File: config.mk
export PLATFORM = sky130hd
export DESIGN_NAME = icache
export DESIGN_NICKNAME = d
export VERILOG_FILES = /design/src/rtl/icache_pkg.sv /design/src/rtl/icache_data_array.sv /design/src/rtl/icache.sv
export SDC_FILE = /design/constraint.sdc
export NUM_CORES = 2
export LEC_CHECK = 0
export CAP_MARGIN = 30
export CORE_MARGIN = 1
export CORE_UTILIZATION = 35
export DETAILED_ROUTE_END_ITERATION = 6
export HOLD_SLACK_MARGIN = 0.03
export SYNTH_ARGS = -nofsm -noshare
export SYNTH_HDL_FRONTEND = slang
export SYNTH_SLANG_ARGS = --single-unit
File: constraint.sdc
create_clock -name clk -period 16.2 [get_ports clk]
set_input_delay 3.24 -clock clk [delete_from_list [all_inputs] [get_ports clk]]
set_output_delay 3.24 -clock clk [all_outputs]
set_load 0.005 [all_outputs]
File: src/rtl/icache_pkg.sv
// icache_pkg: shared line geometry, address field positions and FSM state type
package icache_pkg;
    localparam int LINE_WORDS = 4;
    localparam int WORD_W     = 32;
    localparam int LINE_W     = LINE_WORDS * WORD_W;
    localparam int WSEL_LSB   = 2;
    localparam int WSEL_W     = 2;
    localparam int INDEX_LSB  = WSEL_LSB + WSEL_W;
    typedef enum logic [1:0] {IDLE, MISS, FILL} icache_state_t;
endpackage

File: src/rtl/icache_data_array.sv
// icache_data_array: NUM_LINES x 128-bit line storage, one write port, combinational read
//   clk            : write clock
//   we/waddr/wdata : line write at rising edge
//   raddr/rdata    : combinational line read
module icache_data_array
    import icache_pkg::*;
#(
    parameter int NUM_LINES = 8,
    parameter int IW = $clog2(NUM_LINES)
) (
    input  logic              clk,
    input  logic              we,
    input  logic [IW-1:0]     waddr,
    input  logic [LINE_W-1:0] wdata,
    input  logic [IW-1:0]     raddr,
    output logic [LINE_W-1:0] rdata
);
    logic [LINE_W-1:0] mem [NUM_LINES];

    always_ff @(posedge clk)
        if (we) mem[waddr] <= wdata;

    assign rdata = mem[raddr];
endmodule

File: src/rtl/icache.sv
// icache: direct-mapped instruction cache, 16-byte lines, blocking miss handling
//   clk, reset (async, active-low)
//   in_PC/in_read_enable/in_invalidate : fetch request and fence.i flush
//   out_instruction/out_valid/out_stall : fetch response
//   mem_req/mem_addr/mem_ready/mem_rdata : line-fill interface to main memory
//   out_hit_count/out_miss_count         : wrapping performance counters
module icache
    import icache_pkg::*;
#(
    parameter int NUM_LINES = 8
) (
    input  logic              clk,
    input  logic              reset,
    input  logic [31:0]       in_PC,
    input  logic              in_read_enable,
    input  logic              in_invalidate,
    output logic [31:0]       out_instruction,
    output logic              out_valid,
    output logic              out_stall,
    output logic              mem_req,
    output logic [31:0]       mem_addr,
    input  logic              mem_ready,
    input  logic [LINE_W-1:0] mem_rdata,
    output logic [31:0]       out_hit_count,
    output logic [31:0]       out_miss_count
);
    localparam int IW      = $clog2(NUM_LINES);
    localparam int TAG_LSB = INDEX_LSB + IW;
    localparam int TW      = 32 - TAG_LSB;

    icache_state_t        state;
    logic [31:WSEL_LSB]   miss_addr;
    logic [NUM_LINES-1:0] valid;
    logic [TW-1:0]        tags [NUM_LINES];
    logic [IW-1:0]        pc_idx, miss_idx, rd_idx;
    logic [WSEL_W-1:0]    wsel;
    logic [LINE_W-1:0]    rd_line;
    logic                 hit, miss, fill_we, unused;

    assign unused   = ^in_PC[WSEL_LSB-1:0];
    assign pc_idx   = in_PC[TAG_LSB-1:INDEX_LSB];
    assign miss_idx = miss_addr[TAG_LSB-1:INDEX_LSB];
    assign hit      = reset && state == IDLE && in_read_enable && valid[pc_idx]
                      && tags[pc_idx] == in_PC[31:TAG_LSB];
    assign miss     = reset && state == IDLE && in_read_enable && !hit;
    assign fill_we  = state == MISS && mem_ready;
    // The single read port serves the hit path in IDLE and the delivery in FILL
    assign rd_idx   = state == FILL ? miss_idx : pc_idx;
    assign wsel     = state == FILL ? miss_addr[INDEX_LSB-1:WSEL_LSB] : in_PC[INDEX_LSB-1:WSEL_LSB];

    assign out_valid       = hit || (reset && state == FILL);
    assign out_stall       = miss || (reset && state == MISS);
    assign out_instruction = out_valid ? rd_line[{wsel, 5'b0} +: 32] : '0;
    assign mem_req         = reset && state == MISS;
    assign mem_addr        = {miss_addr[31:INDEX_LSB], {INDEX_LSB{1'b0}}};

    icache_data_array #(.NUM_LINES(NUM_LINES), .IW(IW)) u_data (
        .clk   (clk),
        .we    (fill_we),
        .waddr (miss_idx),
        .wdata (mem_rdata),
        .raddr (rd_idx),
        .rdata (rd_line)
    );

    always_ff @(posedge clk or negedge reset)
        if (!reset) begin
            state          <= IDLE;
            miss_addr      <= '0;
            valid          <= '0;
            out_hit_count  <= '0;
            out_miss_count <= '0;
        end else begin
            state <= miss ? MISS : fill_we ? FILL : state == FILL ? IDLE : state;
            if (miss) miss_addr <= in_PC[31:WSEL_LSB];
            if (hit) out_hit_count <= out_hit_count + 32'd1;
            if (miss) out_miss_count <= out_miss_count + 32'd1;
            // A flush on the fill edge wins: the line lands but stays invalid
            if (in_invalidate) valid <= '0;
            else if (fill_we) valid[miss_idx] <= 1'b1;
        end

    always_ff @(posedge clk)
        if (fill_we) tags[miss_idx] <= miss_addr[31:TAG_LSB];
endmodule
==> impl_metrics.yaml <==
synthesis:
  syn_inst: 2647
  syn_area_per_cell_sq_um: 19.60
  yosysWarnings: 0
  ys.flop_type: "edfxtp_1"
  synth_edf_count: 1224
  ys_seq_area_share_pct: 75.86
  synthesis.area_sq_um: 51880
  ys_ff_latch: 1328
  synth.distinct_cells: 47
  async_flop_share_pct: 7.831
critical_path:
  worstPathCellList: "buf_4, buf_4, mux4_2, mux2i_1, xor2_1, o21ai_1, nor4_4, nand4_2, buf_4, a21boi_4, buf_4, nor2_1, clkdlybuf4s50_1"
  cp_data_arrival_time_ns: 8.01
  critPathRequiredTime_ns: 12.96
  worst_setup_path_end_kind: "output port"
  crit_path_frequent_cell: "buf_4"
  path_buf_inv: 5
  start_kind: "primary input"
  crit_slowest_cell: "buf_4"
  cp_top_family: "buffers and inverters"
  worstPathMaxFanout: 39
  crit_type: "primary input to output port"
  max_stage_delay_ns: 0.69
clocking:
  clock-sinks: 1328
  ctsHtreeMaxLevel: 4
  cts.repair.resized: 0
  numCtsBuffers: 138
  ctsHoldBuffers: 0
  cts_root_buf: "clkbuf_16"
  post_cts_buffers: 0
  worstSkewPairLatency_ns: 0.79
  cts_max_path_buffers: 3
  clk_transition_reported_paths_ns: 0.06
  tritoncts: "built"
sta:
  tightest_slew_ns: 1.001
  slew_headroom_pct: 33.30
  hold_ws_ns: 0.4682
  rsz0062_at_grt: "no"
  max_clock_freq_ghz: 0.08888
  fin_skew_ns: 0.05154
  tns_ns: 0
  fin_crit_sh_pct: 69.45
  drv_slew: 0
  fin_ws_ns: 4.949
  hold_violations: 0
  final.min_clock_period_ns: 11.25
  setup_viol: 0
grt:
  overflow: 0
  grt.total_usage_pct: 16.73
  grt_pass1_vias: 26358
  grt_pass1_wl_microns: 183400
  antenna_found_initial: 38
  grt_max_degree: 135
placement:
  dp_hpwl_microns: 67710
  gp_congestion: 0.7690
  preCtsSetupSlack_ns: 4.804
  numPortBuffers: 289
route:
  antenna_left: 0
  routed_wl_microns: 125500
  drc_errors: 0
  num_vias: 25758
  dr.first_iter.drc_count: 1731
  viasPerCell: 5.165
  drt_first_pass_iters: 5
  wire_per_inst_microns: 25.17
cells_and_area:
  layout-drive-gt1-share_pct: 18.58
  syn_to_final_growth_pct: 18.50
  final_nets: 3126
  n_fill_cell: 12857
  layout_commonest_cell: "edfxtp_1"
  utilization_pct: 41.98
  final_cell_mix: "1224 x edfxtp_1, 292 x mux4_2, 290 x nand2_1"
die:
  start_util_pct: 35.43
  io_pins: 296
  die_h_microns: 387.0
  core_sq_um: 146400
  die-area_sq_um: 149800
  rows: 140
  die_x_microns: 387.0
power_and_ir_drop:
  p_total_mw: 8.306
  cellPowerDensity_nw_per_um2: 135.1
  leakagePower_nw: 20.08
  vdd_drop_max_uv: 96.78
run_status:
  status: "finished clean"
hold_path:
  min_path_type: "flop to flop"
run:
  drv_cap: 0
-- metrics by stage --
step	cells	instance area, sq um
after global routing	4986	61480
final	4987	61480
after floorplan	2650	51890
after detailed placement	4735	56960
after CTS	4984	61450
after global placement	4730	56910
-- sequential cells by signal (all words and copies together) (netlist names) --
name / cells
miss_addr: 30
out_miss_count: 32
state: 2
out_hit_count: 32
tags: 200
u_data.mem: 1024
valid: 8
-- cell usage after synthesis, types with 3 or more instances --
library cell     n  share of area [%]
clkbuf_1        58               0.42
nor3_1          17               0.16
and4_1           4              0.068
mux4_2         292                 13
a22oi_1         10               0.14
nand2b_1         5              0.060
and3_1          51               0.61
o21ba_2          4              0.077
mux2_1          27               0.59
nand3_1         91               0.88
buf_6            6               0.13
nand4_1         17               0.20
or3_1            3              0.036
buf_2           41               0.40
o21ai_0          3              0.029
and2_1           9               0.11
nor2_1          72               0.52
a31oi_1         33               0.40
mux2_2           7               0.15
buf_1           26               0.19
a21oi_1          3              0.029
edfxtp_1      1224                 71
nand2_1        290                2.1
nand4_2          3              0.072
a22o_1           4              0.068
inv_1           15               0.11
dfrtp_1        104                5.0
mux2i_1         54                1.0
nor2b_1          3              0.036
nor4_1           3              0.036
xnor2_1         48               0.81
nor4_4           3               0.12
xor2_1          33               0.56
a311oi_1        32               0.54
buf_4           37               0.54
-- kinds of logic (layout without fill, tap and decap cells) --
logic type	after synthesis	after routing	synth area share (%)
flops	1328	1328	75.86
simple gates	578	578	5.130
mux	380	380	14.46
buf+inv	183	601	1.777
compound gates	94	94	1.353
xor+xnor	81	81	1.367
fa+ha+maj	2	2	0.04823
other cells	1	6	0.007228
-- power breakdown --
part           internal (mW)  switching (mW)  total, mW
Sequential              3.98           0.112       4.09
Clock                   1.79            1.34       3.13
Combinational          0.474           0.609       1.08
Total                   6.24            2.06       8.31
-- worst register-to-register path, cell delays in order (launching register included) --
cell and delay [ns]:
dfrtp_1 0.41, nor2b_1 0.22, nand3b_1 0.31, nor2_4 0.81, buf_4 0.75, buf_4 0.82
-- metal layers --
layer	up-vias	share of wire, %	routed length [microns]	track usage, %
met4	40	2.2	2718	4.885
met5	-	0.21	261	0
met3	218	6.4	8005	4.373
met2	704	49	61920	27.73
met1	13578	42	52620	21.60
li1	11218	-	-	-
-- path summary, 6_finish.rpt --
kind | end | slack (ns) | startpoint | cells after the start
worst max-delay path | out_instruction[4] | 4.95 | in_PC[4] | 13
worst min-delay path | out_miss_count[31]$_DFFE_PN0P_ | 0.47 | out_miss_count[31]$_DFFE_PN0P_ | 1
worst max register to register | u_data.mem[6][56]$_DFFE_PP_ | 12.49 | state[0]$_DFFE_PN0P_ | 5
worst min register to register | out_miss_count[31]$_DFFE_PN0P_ | 0.47 | out_miss_count[31]$_DFFE_PN0P_ | 1
max in group asynchronous | out_hit_count[17]$_DFFE_PN0P_ | 12.25 | reset | 3
min in group asynchronous | valid[3]$_DFFE_PN0P_ | 2.39 | reset | 1
-- final cells by class --
class / instances / area, sq um / share of cell area, %
timing repair buffer: 337 / 3406 / 5.540
antenna: 2 / 5.005 / 0.008141
clock inverter: 75 / 848.3 / 1.380
tap: 1917 / 2399 / 3.901
clock buffer: 174 / 3641 / 5.922
multi-input combinational: 1139 / 11770 / 19.14
sequential: 1328 / 39360 / 64.02
inverter: 15 / 56.30 / 0.09158
No activity file was read; power rests on OpenSTA's default activity.
